===== src/rtl/jtframe_rom_nslot_pkg.sv =====
// Shared definitions for the N-slot SDRAM ROM arbiter:
// data-width codes, FSM states and the slot address mapper.
package jtframe_rom_nslot_pkg;

    localparam int WW = 22;

    localparam logic [1:0] DW8  = 2'd0;
    localparam logic [1:0] DW16 = 2'd1;
    localparam logic [1:0] DW32 = 2'd2;

    typedef enum logic [1:0] {
        ST_IDLE = 2'd0,
        ST_REQ  = 2'd1,
        ST_WAIT = 2'd2
    } state_t;

    // native address -> 32-bit aligned SDRAM word address (wraps)
    function automatic logic [WW-1:0] map_word(
        input logic [1:0]    dw,
        input logic [WW-1:0] off,
        input logic [WW-1:0] a
    );
        logic [WW-1:0] w;
        unique case (dw)
            DW8:     w = off + (a >> 1);
            DW16:    w = off + a;
            default: w = off + (a << 1);
        endcase
        if (dw != DW32) w[0] = 1'b0;
        return w;
    endfunction

endpackage


===== src/rtl/jtframe_rom_slotcache.sv =====
// One-line (32-bit) cache for a single ROM slot: tag, data,
// valid bit, hit detection, data lane select and word mapping.
module jtframe_rom_slotcache
    import jtframe_rom_nslot_pkg::*;
#(
    parameter int              MAXAW  = 18,
    parameter logic [1:0]      DW     = DW8,
    parameter logic [WW-1:0]   OFFSET = '0
) (
    input  logic             clk,
    input  logic             i_rst,
    input  logic             i_clr,
    input  logic             i_cs,
    input  logic [MAXAW-1:0] i_addr,
    input  logic             i_we,
    input  logic [MAXAW-1:0] i_wtag,
    input  logic [31:0]      i_wdata,
    output logic             o_ok,
    output logic [31:0]      o_dout,
    output logic [MAXAW-1:0] o_tag,
    output logic [WW-1:0]    o_word
);

    logic             r_valid;
    logic [MAXAW-1:0] r_tag;
    logic [31:0]      r_data;
    logic [WW-1:0]    w_a22;

    assign w_a22  = WW'(i_addr);
    assign o_word = map_word(DW, OFFSET, w_a22);
    assign o_ok   = i_cs & r_valid & (r_tag == o_tag);

    // tag is the address with the in-line lane bits removed
    always_comb begin
        o_tag = i_addr;
        unique case (DW)
            DW8:     o_tag = i_addr >> 2;
            DW16:    o_tag = i_addr >> 1;
            default: o_tag = i_addr;
        endcase
    end

    // byte/half lane select out of the cached line
    always_comb begin
        o_dout = r_data;
        unique case (DW)
            DW8:     o_dout = {24'd0, r_data[{i_addr[1:0], 3'd0} +: 8]};
            DW16:    o_dout = {16'd0, r_data[{i_addr[0], 4'd0} +: 16]};
            default: o_dout = r_data;
        endcase
    end

    // line storage; invalidation wins over a fill
    always_ff @(posedge clk) begin
        if (i_rst) begin
            r_valid <= 1'b0;
            r_tag   <= '0;
            r_data  <= '0;
        end else if (i_clr) begin
            r_valid <= 1'b0;
        end else if (i_we) begin
            r_valid <= 1'b1;
            r_tag   <= i_wtag;
            r_data  <= i_wdata;
        end
    end

endmodule


===== src/rtl/jtframe_rom_nslot.sv =====
// N-slot SDRAM ROM arbiter: per-slot line caches, fixed or
// round-robin arbitration with vblank promotion, request FSM.
module jtframe_rom_nslot
    import jtframe_rom_nslot_pkg::*;
#(
    parameter int                   SLOTS       = 4,
    parameter int                   MAXAW       = 18,
    parameter logic [2*SLOTS-1:0]   SLOT_DW     = '0,
    parameter logic [22*SLOTS-1:0]  SLOT_OFFSET = '0,
    parameter bit                   RROBIN      = 1'b0,
    parameter logic [SLOTS-1:0]     VB_MASK     = '0
) (
    input  logic                   clk,
    input  logic                   rst,
    input  logic                   vblank,
    input  logic                   downloading,
    input  logic                   loop_rst,
    input  logic [SLOTS-1:0]       slot_cs,
    input  logic [SLOTS*MAXAW-1:0] slot_addr,
    output logic [SLOTS-1:0]       slot_ok,
    output logic [SLOTS*32-1:0]    slot_dout,
    output logic                   sdram_req,
    input  logic                   sdram_ack,
    input  logic                   data_rdy,
    output logic [21:0]            sdram_addr,
    input  logic [31:0]            data_read,
    output logic                   refresh_en
);

    localparam int SW = SLOTS > 1 ? $clog2(SLOTS) : 1;

    state_t           r_state, w_nx;
    logic [SW-1:0]    r_ptr, r_slot, w_sel, w_ptr_nx;
    logic [MAXAW-1:0] r_tag;
    logic [21:0]      r_addr;
    logic             r_req;

    logic [SLOTS-1:0] w_miss, w_vb, w_cand, w_fill;
    logic [MAXAW-1:0] w_tag  [SLOTS];
    logic [21:0]      w_word [SLOTS];
    logic             w_clr, w_wr, w_go, w_found;

    assign w_clr = downloading | loop_rst;
    assign w_wr  = (r_state == ST_WAIT) & data_rdy & ~w_clr;
    assign w_go  = (r_state == ST_IDLE) & w_found & ~w_clr;

    genvar gi;
    generate
        for (gi = 0; gi < SLOTS; gi++) begin : g_slot
            assign w_fill[gi] = w_wr & (r_slot == SW'(gi));
            assign w_miss[gi] = slot_cs[gi] & ~slot_ok[gi];

            jtframe_rom_slotcache #(
                .MAXAW  (MAXAW),
                .DW     (SLOT_DW[2*gi +: 2]),
                .OFFSET (SLOT_OFFSET[22*gi +: 22])
            ) u_cache (
                .clk     (clk),
                .i_rst   (rst),
                .i_clr   (w_clr),
                .i_cs    (slot_cs[gi]),
                .i_addr  (slot_addr[MAXAW*gi +: MAXAW]),
                .i_we    (w_fill[gi]),
                .i_wtag  (r_tag),
                .i_wdata (data_read),
                .o_ok    (slot_ok[gi]),
                .o_dout  (slot_dout[32*gi +: 32]),
                .o_tag   (w_tag[gi]),
                .o_word  (w_word[gi])
            );
        end
    endgenerate

    // pick the winning miss: vblank group first, then fixed/RR scan
    always_comb begin
        int j;
        j       = 0;
        w_vb    = vblank ? (w_miss & VB_MASK) : '0;
        w_cand  = (|w_vb) ? w_vb : w_miss;
        w_sel   = '0;
        w_found = 1'b0;
        for (int k = 0; k < SLOTS; k++) begin
            j = RROBIN ? int'(r_ptr) + k : k;
            if (j >= SLOTS) j = j - SLOTS;
            if (!w_found && w_cand[j]) begin
                w_found = 1'b1;
                w_sel   = SW'(j);
            end
        end
        w_ptr_nx = (w_sel == SW'(SLOTS-1)) ? '0 : w_sel + 1'b1;
    end

    // request FSM next state
    always_comb begin
        w_nx = r_state;
        unique case (r_state)
            ST_IDLE: if (w_go) w_nx = ST_REQ;
            ST_REQ: begin
                if (w_clr)          w_nx = ST_IDLE;
                else if (sdram_ack) w_nx = ST_WAIT;
            end
            ST_WAIT: if (w_clr || data_rdy) w_nx = ST_IDLE;
            default: w_nx = ST_IDLE;
        endcase
    end

    // state, grant latches and SDRAM request
    always_ff @(posedge clk) begin
        if (rst) begin
            r_state <= ST_IDLE;
            r_req   <= 1'b0;
            r_addr  <= '0;
            r_slot  <= '0;
            r_tag   <= '0;
            r_ptr   <= '0;
        end else begin
            r_state <= w_nx;
            if (w_go) begin
                r_req  <= 1'b1;
                r_addr <= w_word[w_sel];
                r_slot <= w_sel;
                r_tag  <= w_tag[w_sel];
                if (RROBIN) r_ptr <= w_ptr_nx;
            end else if (r_state == ST_REQ && (w_clr || sdram_ack)) begin
                r_req <= 1'b0;
            end
        end
    end

    assign sdram_req  = r_req;
    assign sdram_addr = r_addr;
    assign refresh_en = (r_state == ST_IDLE) & ~(|w_miss);

endmodule


===== config.mk =====
export PLATFORM = sky130hd
export DESIGN_NAME = jtframe_rom_nslot
export DESIGN_NICKNAME = d
export VERILOG_FILES = /design/src/rtl/jtframe_rom_nslot_pkg.sv /design/src/rtl/jtframe_rom_slotcache.sv /design/src/rtl/jtframe_rom_nslot.sv
export SDC_FILE = /design/constraint.sdc
export NUM_CORES = 1
export LEC_CHECK = 0
export CAP_MARGIN = 30
export CORE_ASPECT_RATIO = 1.4
export CORE_MARGIN = 3
export CORE_UTILIZATION = 51
export CTS_BUF_LIST = sky130_fd_sc_hd__clkbuf_2
export CTS_CLUSTER_SIZE = 14
export DETAILED_ROUTE_END_ITERATION = 6
export HOLD_SLACK_MARGIN = 0.1
export PLACE_DENSITY = 0.83
export SLEW_MARGIN = 10
export SYNTH_ARGS = -nofsm -noshare
export SYNTH_HDL_FRONTEND = slang
export SYNTH_SLANG_ARGS = --single-unit

===== constraint.sdc =====
create_clock -name clk -period 3.3 [get_ports clk]
set_clock_uncertainty 0.1 [all_clocks]
set_input_delay 0.495 -clock clk [delete_from_list [all_inputs] [get_ports clk]]
set_output_delay 0.495 -clock clk [all_outputs]
set_load 0.02 [all_outputs]

==> results of run 1 <==
==> cell type report <==
type,instances,share of cell area [%]
multi-input cells,917,41.9
clock buffers,80,3.19
clock inverters,11,0.569
flip-flops and latches,217,34.7
well taps,248,2.47
repair buffers,225,17.1
diodes,2,0.0399
inverters,2,0.0599
==> cells in the mapped netlist, types with 2 or more instances <==
library cell / number
nand2_1: 392
dfxtp_1: 217
a21oi_1: 195
buf_4: 107
clkbuf_1: 69
xor2_1: 48
mux2i_1: 32
mux4_2: 32
nand3b_1: 16
xnor2_1: 16
nor4_1: 13
nor2_1: 9
nor3_1: 9
o221ai_2: 9
o221ai_1: 7
nand4_1: 6
buf_1: 5
nand3_1: 5
o21a_1: 4
buf_6: 3
buf_2: 2
inv_1: 2
nand2b_1: 2
nor2b_1: 2
o21ai_0: 2
o31ai_1: 2
o31ai_2: 2
==> flip-flops by register name (all words and copies together), names as in the netlist <==
register	cells
g_slot.u_cache.r_data	128
g_slot.u_cache.r_tag	64
sdram_addr	16
r_slot	2
g_slot.u_cache.r_valid	4
r_state	2
sdram_req	1
==> power by group <==
group          leakage (nW)  switching [mW]  internal, mW
combinational          2.45           0.365         0.251
sequential             1.75          0.0332          2.63
clock                 0.363            1.04         0.714
==> cells in the final DEF, fill, tap and decap left out, types with 6 or more instances in the layout <==
cell type,synthesis,layout
nor2_1,9,7
nand4_1,6,6
xnor2_1,16,16
buf_4,107,55
clkbuf_2,0,80
clkdlybuf4s50_1,0,161
xor2_1,48,48
mux4_2,32,32
mux2i_1,32,32
a21oi_1,195,195
nor4_1,13,10
clkinv_1,0,8
conb_1,1,102
dfxtp_1,217,215
o221ai_1,7,7
o221ai_2,9,9
nand3b_1,16,16
nand2_1,392,392
==> per-layer routing <==
metal	track usage [%]	part of all wire, %
met1	28.7	35
met2	44.6	50
met3	4.73	8.3
met4	16.8	6.9
met5	0	0.067
==> critical path: cells and delay by family, from the launching register on <==
kind                   cells  cell delay (ns)
AND/OR/NAND/NOR            4             0.85
buffers and inverters      2             0.34
flip-flops                 1             0.34
XOR/XNOR                   1             0.16
AO/OA/AOI/OAI              1             0.22
==> timing repair <==
item                       in CTS  in global routing
hold buffers                    1                  0
resized for setup              13                  7
setup endpoints to repair       5                  4
hold endpoints to repair       67                  0
buffers inserted                0                  0
pin swaps                       0                  8
==> logic make-up after synthesis <==
logic type             synth area share (%)
AND/OR/NAND/NOR                        18.2
XOR/XNOR                               5.44
other                                0.0364
buffers and inverters                  11.0
multiplexers                           10.1
AO/OA/AOI/OAI                          13.0
flip-flops                             42.2
==> final timing paths <==
path / to / slack, ns / cells after the start
setup / recovery: refresh_en / 0.04 / 8
hold / removal: g_slot[3].u_cache.r_data[10]$_SDFFE_PP0P_ / 0.29 / 3
setup reg to reg: sdram_addr[5]$_SDFFE_PP0P_ / 0.46 / 9
hold reg to reg: g_slot[0].u_cache.r_data[9]$_SDFFE_PP0P_ / 0.36 / 2
==> run metrics, run 1 <==
Primary FF master, synth=dfxtp_1; Pwr Total=5.04 mW; Distinct cells, synth=40; pin count of the biggest net entering global routing=101; HP Start=data_read[10]; Die X=126 um; height of the die=174 um; I/O pin count=271; worst path arrival time=2.67 ns; Residual DRC=0; Post-synth EDFFs=0; I/O Buffers=167; worst hold path type=in -> reg; maximum root-to-sink buffer count=3; critical path startpoint=g_slot[1].u_cache.r_tag[12]$_SDFFE_PP0P_; max incr delay on CP=0.34 ns; number of synthesized register bits=217; status=finished, final reports clean; Die Area=0.0220 mm2; RSZ-0062 raised after global routing=yes; Syn Area/Cell=8.43 um2; dpl ws=-0.368 ns; vias in the first global route=8769; final std cells w/o fill=1702; final setup fails=0; dominant cell type by area after synthesis=dfxtp_1; Pleak=4.57 nW; Tmin final=3.26 ns; Clock Pin Slew Worst Setup and Hold Paths=0.10 ns; ranking of synthesized cells by area=dfxtp_1 42%, nand2_1 14%, a21oi_1 9.5%, buf_4 7.8%, mux4_2 7.0%; placed cell count=1608; Critical Path End Type=output port; Mapped Area=0.0103 mm2; root buffer cell=clkbuf_2; Post-synth ARST share=0%; CP cell instances=xor2_1, nor4_2, nand4_1, o31ai_1, buf_4, nand4_1, nor3_2, buf_4; Initial Util=52.8%; first-pass GRT wire length=45400 um; worst vdd ir=261 uV; GRT overflow=0; Final HPWL DP=21500 um; Core Util, Final=64.3%; fmax=306 MHz; Critical Path RT=2.70 ns; Final Hold Vio Count=0; TritonRoute pass-1 iters=6; RR Startpoint=g_slot[0].u_cache.r_tag[12]$_SDFFE_PP0P_; fin crit share=98.9%; Nets=1530; Area after DPL=0.0120 mm2; YS warnings=0; CP Max Fanout=2; vias=9146; average vias per placed instance=5.37; Fin Hold WS=0.295 ns; Slew Viols, Final=0; Cell Pwr Density=402 mW/mm2; CTS tree=done; Final TNS setup=0 ns; CP Class=reg -> out; core area=0.0195 mm2; WL/cell=17.5 um; multi-input gate area in the final layout=0.00526 mm2; DRT iter0 DRCs=751; register area share after synthesis=42.2%; slowest library cell on the worst path=dfxtp_2; Startpoint Class=flop; H-tree depth=2; max-cap check violation count=0; clock buffer count from CTS=52; area added between synthesis and finish=21.8%; Clock Latency Late Sink=0.82 ns; CTS sink count=217; Reg area=0.00435 mm2; gr usage total=25.8%; setup ws final=0.0368 ns; routability cong.=0.931; final WL=29800 um; cell count after synthesis=1221; initial antenna violation count=3; share of cells above drive strength 1=13.9%; row cnt=60; worst-margin pin slew=0.887 ns; Fill cells=1636; Slew headroom=40.9%; Final ANT Viol Nets=0; post-synth top area share=42.2%; fin area=0.0125 mm2
Note: power is estimated with default switching activity, not from simulation.
==> inputs of run 2 (changes only) <==
Settings changed: CORE_ASPECT_RATIO 1.4 to 1.75.
==> run 2 against run 1 <==
The flow now finishes with violations (setup timing). Non-clock buffer count rose by 9. Worst setup slack got worse by 0.045 ns. Sequential power barely moved. Worst hold slack improved by 0.062 ns. Core utilization fell by 0.77 points. Clock power fell by 5%. Global-route usage rose by 1.6 points. Largest cell class unchanged. Highest routed layer unchanged.
==> run metrics, run 2 (synthesis gave the netlist of run 1 again) <==
Tmin final=3.31 ns (was 3.26 ns); area added between synthesis and finish=22.2% (was 21.8%); share of cells above drive strength 1=14.5% (was 13.9%); Nets=1536 (was 1530); CTS tree=done (unchanged); pin count of the biggest net entering global routing=135 (was 101); setup bufs post-CTS=0 (unchanged); RSZ-0062 raised after global routing=yes (unchanged); Die Area=0.0220 mm2 (about the same); initial antenna violation count=2 (was 3); worst-margin pin slew=0.933 ns (was 0.887 ns); status=finished with violations (was finished, final reports clean); hold path endpoint=g_slot[0].u_cache.r_data[24]$_SDFFE_PP0P_ (was g_slot[3].u_cache.r_data[10]$_SDFFE_PP0P_); Cell Pwr Density=395 mW/mm2 (was 402 mW/mm2); R2R Setup Slk=0.43 ns (was 0.46 ns); Clock Latency Late Sink=0.74 ns (was 0.82 ns); Slew Viols, Final=0 (unchanged); height of the die=194 um (was 174 um); Final ANT Viol Nets=0 (unchanged); Die X=113 um (was 126 um); reg2reg path depth=10 (was 9); root buffer cell=clkbuf_2 (unchanged); CTS sink count=217 (unchanged); routability cong.=0.919 (was 0.931); GRT overflow=0 (unchanged); Residual DRC=0 (unchanged); Final HPWL DP=22900 um (was 21500 um); Startpoint Class=flop (unchanged); gr usage total=27.4% (was 25.8%); worst vdd ir=256 uV (was 261 uV); row cnt=68 (was 60); RR Startpoint=g_slot[1].u_cache.r_tag[8]$_SDFFE_PP0P_ (was g_slot[0].u_cache.r_tag[12]$_SDFFE_PP0P_); failing checks=setup timing; I/O Buffers=167 (unchanged); clock buffer count from CTS=49 (was 52); setup ws final=-0.00837 ns (was 0.0368 ns); critical path startpoint=g_slot[1].u_cache.r_tag[8]$_SDFFE_PP0P_ (was g_slot[1].u_cache.r_tag[12]$_SDFFE_PP0P_); Final Hold Vio Count=0 (unchanged); Largest register FFs=128 (unchanged); core area=0.0198 mm2 (was 0.0195 mm2); CP Max Fanout=2 (unchanged); DRT iter0 DRCs=753 (was 751); H-tree depth=2 (unchanged); Critical Path End Type=output port (unchanged); reg2reg end=sdram_addr[4]$_SDFFE_PP0P_ (was sdram_addr[5]$_SDFFE_PP0P_); fin crit share=100% (was 98.9%); number of cells on the worst hold path=2 (was 3); WL/cell=18.5 um (was 17.5 um); max-cap check violation count=0 (unchanged); vias=9311 (was 9146); Critical Path RT=2.70 ns (about the same); fmax=302 MHz (was 306 MHz); Clock Pin Slew Worst Setup and Hold Paths=0.11 ns (was 0.10 ns); first-pass GRT wire length=47200 um (was 45400 um); worst path arrival time=2.71 ns (was 2.67 ns); final setup fails=1 (was 0); Core Util, Final=63.5% (was 64.3%); Pleak=4.60 nW (was 4.57 nW); final WL=31500 um (was 29800 um); most common cell after layout, fill and taps aside=nand2_1 (unchanged); largest register by flop count=g_slot.u_cache.r_data (unchanged); CP Class=reg -> out (unchanged); Fill cells=1638 (was 1636); I/O pin count=271 (unchanged); most frequent cells in the layout=392 x nand2_1, 215 x dfxtp_1, 195 x a21oi_1, 161 x clkdlybuf4s50_1, 102 x conb_1 (unchanged); maximum root-to-sink buffer count=3 (unchanged); Slew headroom=37.8% (was 40.9%); vias in the first global route=8918 (was 8769); dpl ws=-0.430 ns (was -0.368 ns); TritonRoute pass-1 iters=6 (unchanged); average vias per placed instance=5.46 (was 5.37); Initial Util=51.9% (was 52.8%); HP Start=g_slot[0].u_cache.r_data[24]$_SDFFE_PP0P_ (was data_read[10]); Pwr Total=4.98 mW (was 5.04 mW); worst hold path type=reg -> reg (was in -> reg)
[run 2: worst max-delay path by stage]
| stage | to | slack, ns |
|---|---|---|
| after floorplan | refresh_en | 0.56 |
| after global placement | refresh_en | -0.34 |
| after detailed placement | refresh_en | -0.43 |
| after CTS | refresh_en | -0.01 |
| after global routing | refresh_en | -0.23 |
| final | refresh_en | -0.008 |
[run 2: final cells by class]
cell class	count	area, um2	share of cell area (%)
Tap cell	245	307	2.44
Multi-Input combinational cell	917	5270	41.9
Clock inverter	12	48.8	0.388
Inverter	2	7.51	0.0597
Clock buffer	78	390	3.10
Antenna cell	1	2.50	0.0199
Sequential cell	217	4350	34.5
Timing Repair Buffer	234	2210	17.5
[run 2: repair_timing]
item | CTS | global route
hold buffers | 1 | 0
gates resized for setup | 14 | 7
pin swaps | 2 | 1
gates cloned | 0 | 0
endpoints found under the hold margin | 29 | 0
setup endpoints to repair | 5 | 3
[run 2: metrics by stage]
stage,hold slack (ns),TNS (ns),cell area (um2),std cells
global placement,0.338,-0.969,12100,1614
CTS,0.346,-0.0144,12600,1705
finish,0.357,-0.00837,12600,1706
floorplan,0.333,0,10700,1322
global route,0.338,-0.277,12600,1706
detailed placement,0.344,-1.81,12100,1614
[run 2: per-layer routing]
| layer | GRT usage [%] | wire, um | up-vias |
|---|---|---|---|
| met5 | 0 | 13 | - |
| met4 | 22.9 | 3000 | 2 |
| met3 | 4.59 | 2460 | 140 |
| met2 | 48.1 | 16000 | 553 |
| met1 | 27.6 | 10000 | 4303 |
| li1 | - | - | 4313 |
[run 2: where the power goes]
group | switching (mW) | internal, mW | total [mW] | leakage [nW]
logic | 0.375 | 0.264 | 0.639 | 2.51
registers | 0.0382 | 2.63 | 2.67 | 1.75
clock network | 1.05 | 0.622 | 1.67 | 0.347
total | 1.46 | 3.52 | 4.98 | 4.60
[run 2: critical path, cell delays in order, from the launching register on]
cell	delay, ns
dfxtp_1	0.34
xor2_1	0.17
nor4_2	0.33
nand4_1	0.20
o31ai_2	0.34
nand4_1	0.17
nor3_1	0.17
buf_4	0.15
buf_6	0.11
==> inputs of run 3 (changes only) <==
Settings changed: CTS_CLUSTER_SIZE 14 to 10, SLEW_MARGIN 10 to 40.
==> run 3 against run 2 <==
The run still ends with setup timing left. Worst setup slack worse by 0.0085 ns. Global-route usage is the same. Register-to-register slack got worse by 0.02 ns. First-iteration DRC count up 6.0%. Design area about the same. Die area unchanged. Clock power hardly changed. Non-clock buffer count stayed put. Wire length shrank 0.26%. Flip-flop and latch count stayed put. Largest cell class unchanged. Maximum frequency fell by 0.26%. Worst hold slack about the same.
==> run metrics, run 3 (synthesis gave the netlist of run 1 again) <==
I/O Buffers=167 (unchanged); RR Startpoint=g_slot[1].u_cache.r_tag[8]$_SDFFE_PP0P_ (unchanged); Slew Viols, Final=0 (unchanged); CTS tree=done (unchanged); Final TNS setup=-0.0168 ns (was -0.00837 ns); critical path startpoint=g_slot[1].u_cache.r_tag[8]$_SDFFE_PP0P_ (unchanged); reg2reg path depth=10 (unchanged); final setup fails=1 (unchanged); worst-margin pin slew=0.598 ns (was 0.933 ns); Fill cells=1637 (was 1638); worst vdd ir=255 uV (was 256 uV); CP Max Fanout=2 (unchanged); Final Hold Vio Count=0 (unchanged); area added between synthesis and finish=22.3% (was 22.2%); share of cells above drive strength 1=14.5% (unchanged); Critical Path End Type=output port (unchanged); Pleak=4.60 nW (about the same); Clock Latency Late Sink=0.75 ns (was 0.74 ns); Cell Pwr Density=395 mW/mm2 (about the same); maximum root-to-sink buffer count=3 (unchanged); Clock Pin Slew Worst Setup and Hold Paths=0.11 ns (about the same); Fin Hold WS=0.357 ns (about the same); worst path arrival time=2.72 ns (was 2.71 ns); row cnt=68 (unchanged); height of the die=194 um (unchanged); Nets=1536 (unchanged); reg2reg end=sdram_addr[4]$_SDFFE_PP0P_ (unchanged); placed cell count=1614 (unchanged); average vias per placed instance=5.47 (was 5.46); largest register by flop count=g_slot.u_cache.r_data (unchanged); RSZ-0062 raised after global routing=yes (unchanged); Die X=113 um (unchanged); Critical Path RT=2.70 ns (about the same); CTS sink count=217 (unchanged); most common cell after layout, fill and taps aside=nand2_1 (unchanged); R2R Setup Slk=0.41 ns (was 0.43 ns); first-pass GRT wire length=47200 um (unchanged); gr usage total=27.4% (unchanged); most frequent cells in the layout=392 x nand2_1, 215 x dfxtp_1, 195 x a21oi_1, 161 x clkdlybuf4s50_1, 102 x conb_1 (unchanged); Final HPWL DP=22900 um (unchanged); Pwr Total=4.98 mW (about the same); Final ANT Viol Nets=0 (unchanged); I/O pin count=271 (unchanged); status=finished with violations (unchanged); WL/cell=18.4 um (was 18.5 um); routability cong.=0.919 (unchanged); setup ws final=-0.0168 ns (was -0.00837 ns); Largest register FFs=128 (unchanged); Setup crit end=refresh_en (unchanged); Die Area=0.0220 mm2 (unchanged); pin count of the biggest net entering global routing=135 (unchanged); initial antenna violation count=2 (unchanged); Startpoint Class=flop (unchanged); Slew headroom=60.2% (was 37.8%); fmax=301 MHz (was 302 MHz); CP Class=reg -> out (unchanged); worst hold path type=reg -> reg (unchanged); Area after DPL=0.0121 mm2 (about the same); clock buffer count from CTS=49 (unchanged); DRT iter0 DRCs=798 (was 753); vias=9327 (was 9311); root buffer cell=clkbuf_2 (unchanged); core area=0.0198 mm2 (unchanged); setup bufs post-CTS=0 (unchanged); final WL=31400 um (was 31500 um); final std cells w/o fill=1706 (unchanged); TritonRoute pass-1 iters=5 (was 6); H-tree depth=2 (unchanged); fin crit share=101% (was 100%); Tmin final=3.32 ns (was 3.31 ns); fin area=0.0126 mm2 (about the same); failing checks=setup timing (unchanged); vias in the first global route=8915 (was 8918); Initial Util=51.9% (unchanged); max-cap check violation count=0 (unchanged); GRT overflow=0 (unchanged); Residual DRC=0 (unchanged)
run 3: cell counts in the layout (fill, tap and decap cells not counted):
No cell type changed its count.
run 3: how the worst min path moves through the flow:
stage | from | endpoint | slack [ns] | cells past startpoint
global route | data_read[24] | g_slot[1].u_cache.r_data[24]$_SDFFE_PP0P_ | 0.34 | 3
finish | g_slot[0].u_cache.r_data[24]$_SDFFE_PP0P_ | g_slot[0].u_cache.r_data[24]$_SDFFE_PP0P_ | 0.36 | 2
floorplan | g_slot[0].u_cache.r_data[16]$_SDFFE_PP0P_ | g_slot[0].u_cache.r_data[16]$_SDFFE_PP0P_ | 0.33 | 2
global placement | g_slot[3].u_cache.r_data[0]$_SDFFE_PP0P_ | g_slot[3].u_cache.r_data[0]$_SDFFE_PP0P_ | 0.34 | 2
detailed placement | g_slot[1].u_cache.r_data[17]$_SDFFE_PP0P_ | g_slot[1].u_cache.r_data[17]$_SDFFE_PP0P_ | 0.34 | 2
CTS | data_read[24] | g_slot[1].u_cache.r_data[24]$_SDFFE_PP0P_ | 0.35 | 3
run 3: power breakdown:
part	switching, mW	leakage, nW	internal, mW
clock network	1.04	0.347	0.622
logic	0.376	2.51	0.264
registers	0.0383	1.75	2.63
run 3: area by class of cell:
type	count	area [um2]	share of cell area, %
sequential	217	4350	34.5
timing repair buffer	234	2210	17.5
multi-input combinational	917	5280	41.9
antenna	1	2.50	0.0199
inverter	2	7.51	0.0596
clock inverter	12	48.8	0.388
tap	245	307	2.44
clock buffer	78	390	3.10
run 3: stage by stage:
stage | utilization (%) | setup WS [ns]
2_1_floorplan | - | 0.556
3_3_place_gp | 61.0 | -0.340
3_5_place_dp | 61.0 | -0.430
4_1_cts | 63.4 | -0.0144
5_1_grt | 63.5 | -0.235
6_report | 63.5 | -0.0168
run 3: per-layer routing:
layer  track usage [%]  up-vias  part of all wire, %
met5                 0        -                0.041
met2              48.1      568                   51
li1                  -     4314                    -
met4              22.9        2                  9.7
met3              4.59      148                  7.9
met1              27.6     4295                   32
run 3: repair_timing:
action,4_1_cts,5_1_grt
setup endpoints to repair,5,3
pin swaps,2,1
endpoints found under the hold margin,29,0
hold buffers,1,0
resized for setup,14,7
run 3: worst max-delay path, cell delays in order (launching register included):
cell and delay, ns:
dfxtp_1 0.34, xor2_1 0.17, nor4_2 0.33, nand4_1 0.20, o31ai_2 0.34, nand4_1 0.17
nor3_1 0.17, buf_4 0.15, buf_6 0.11
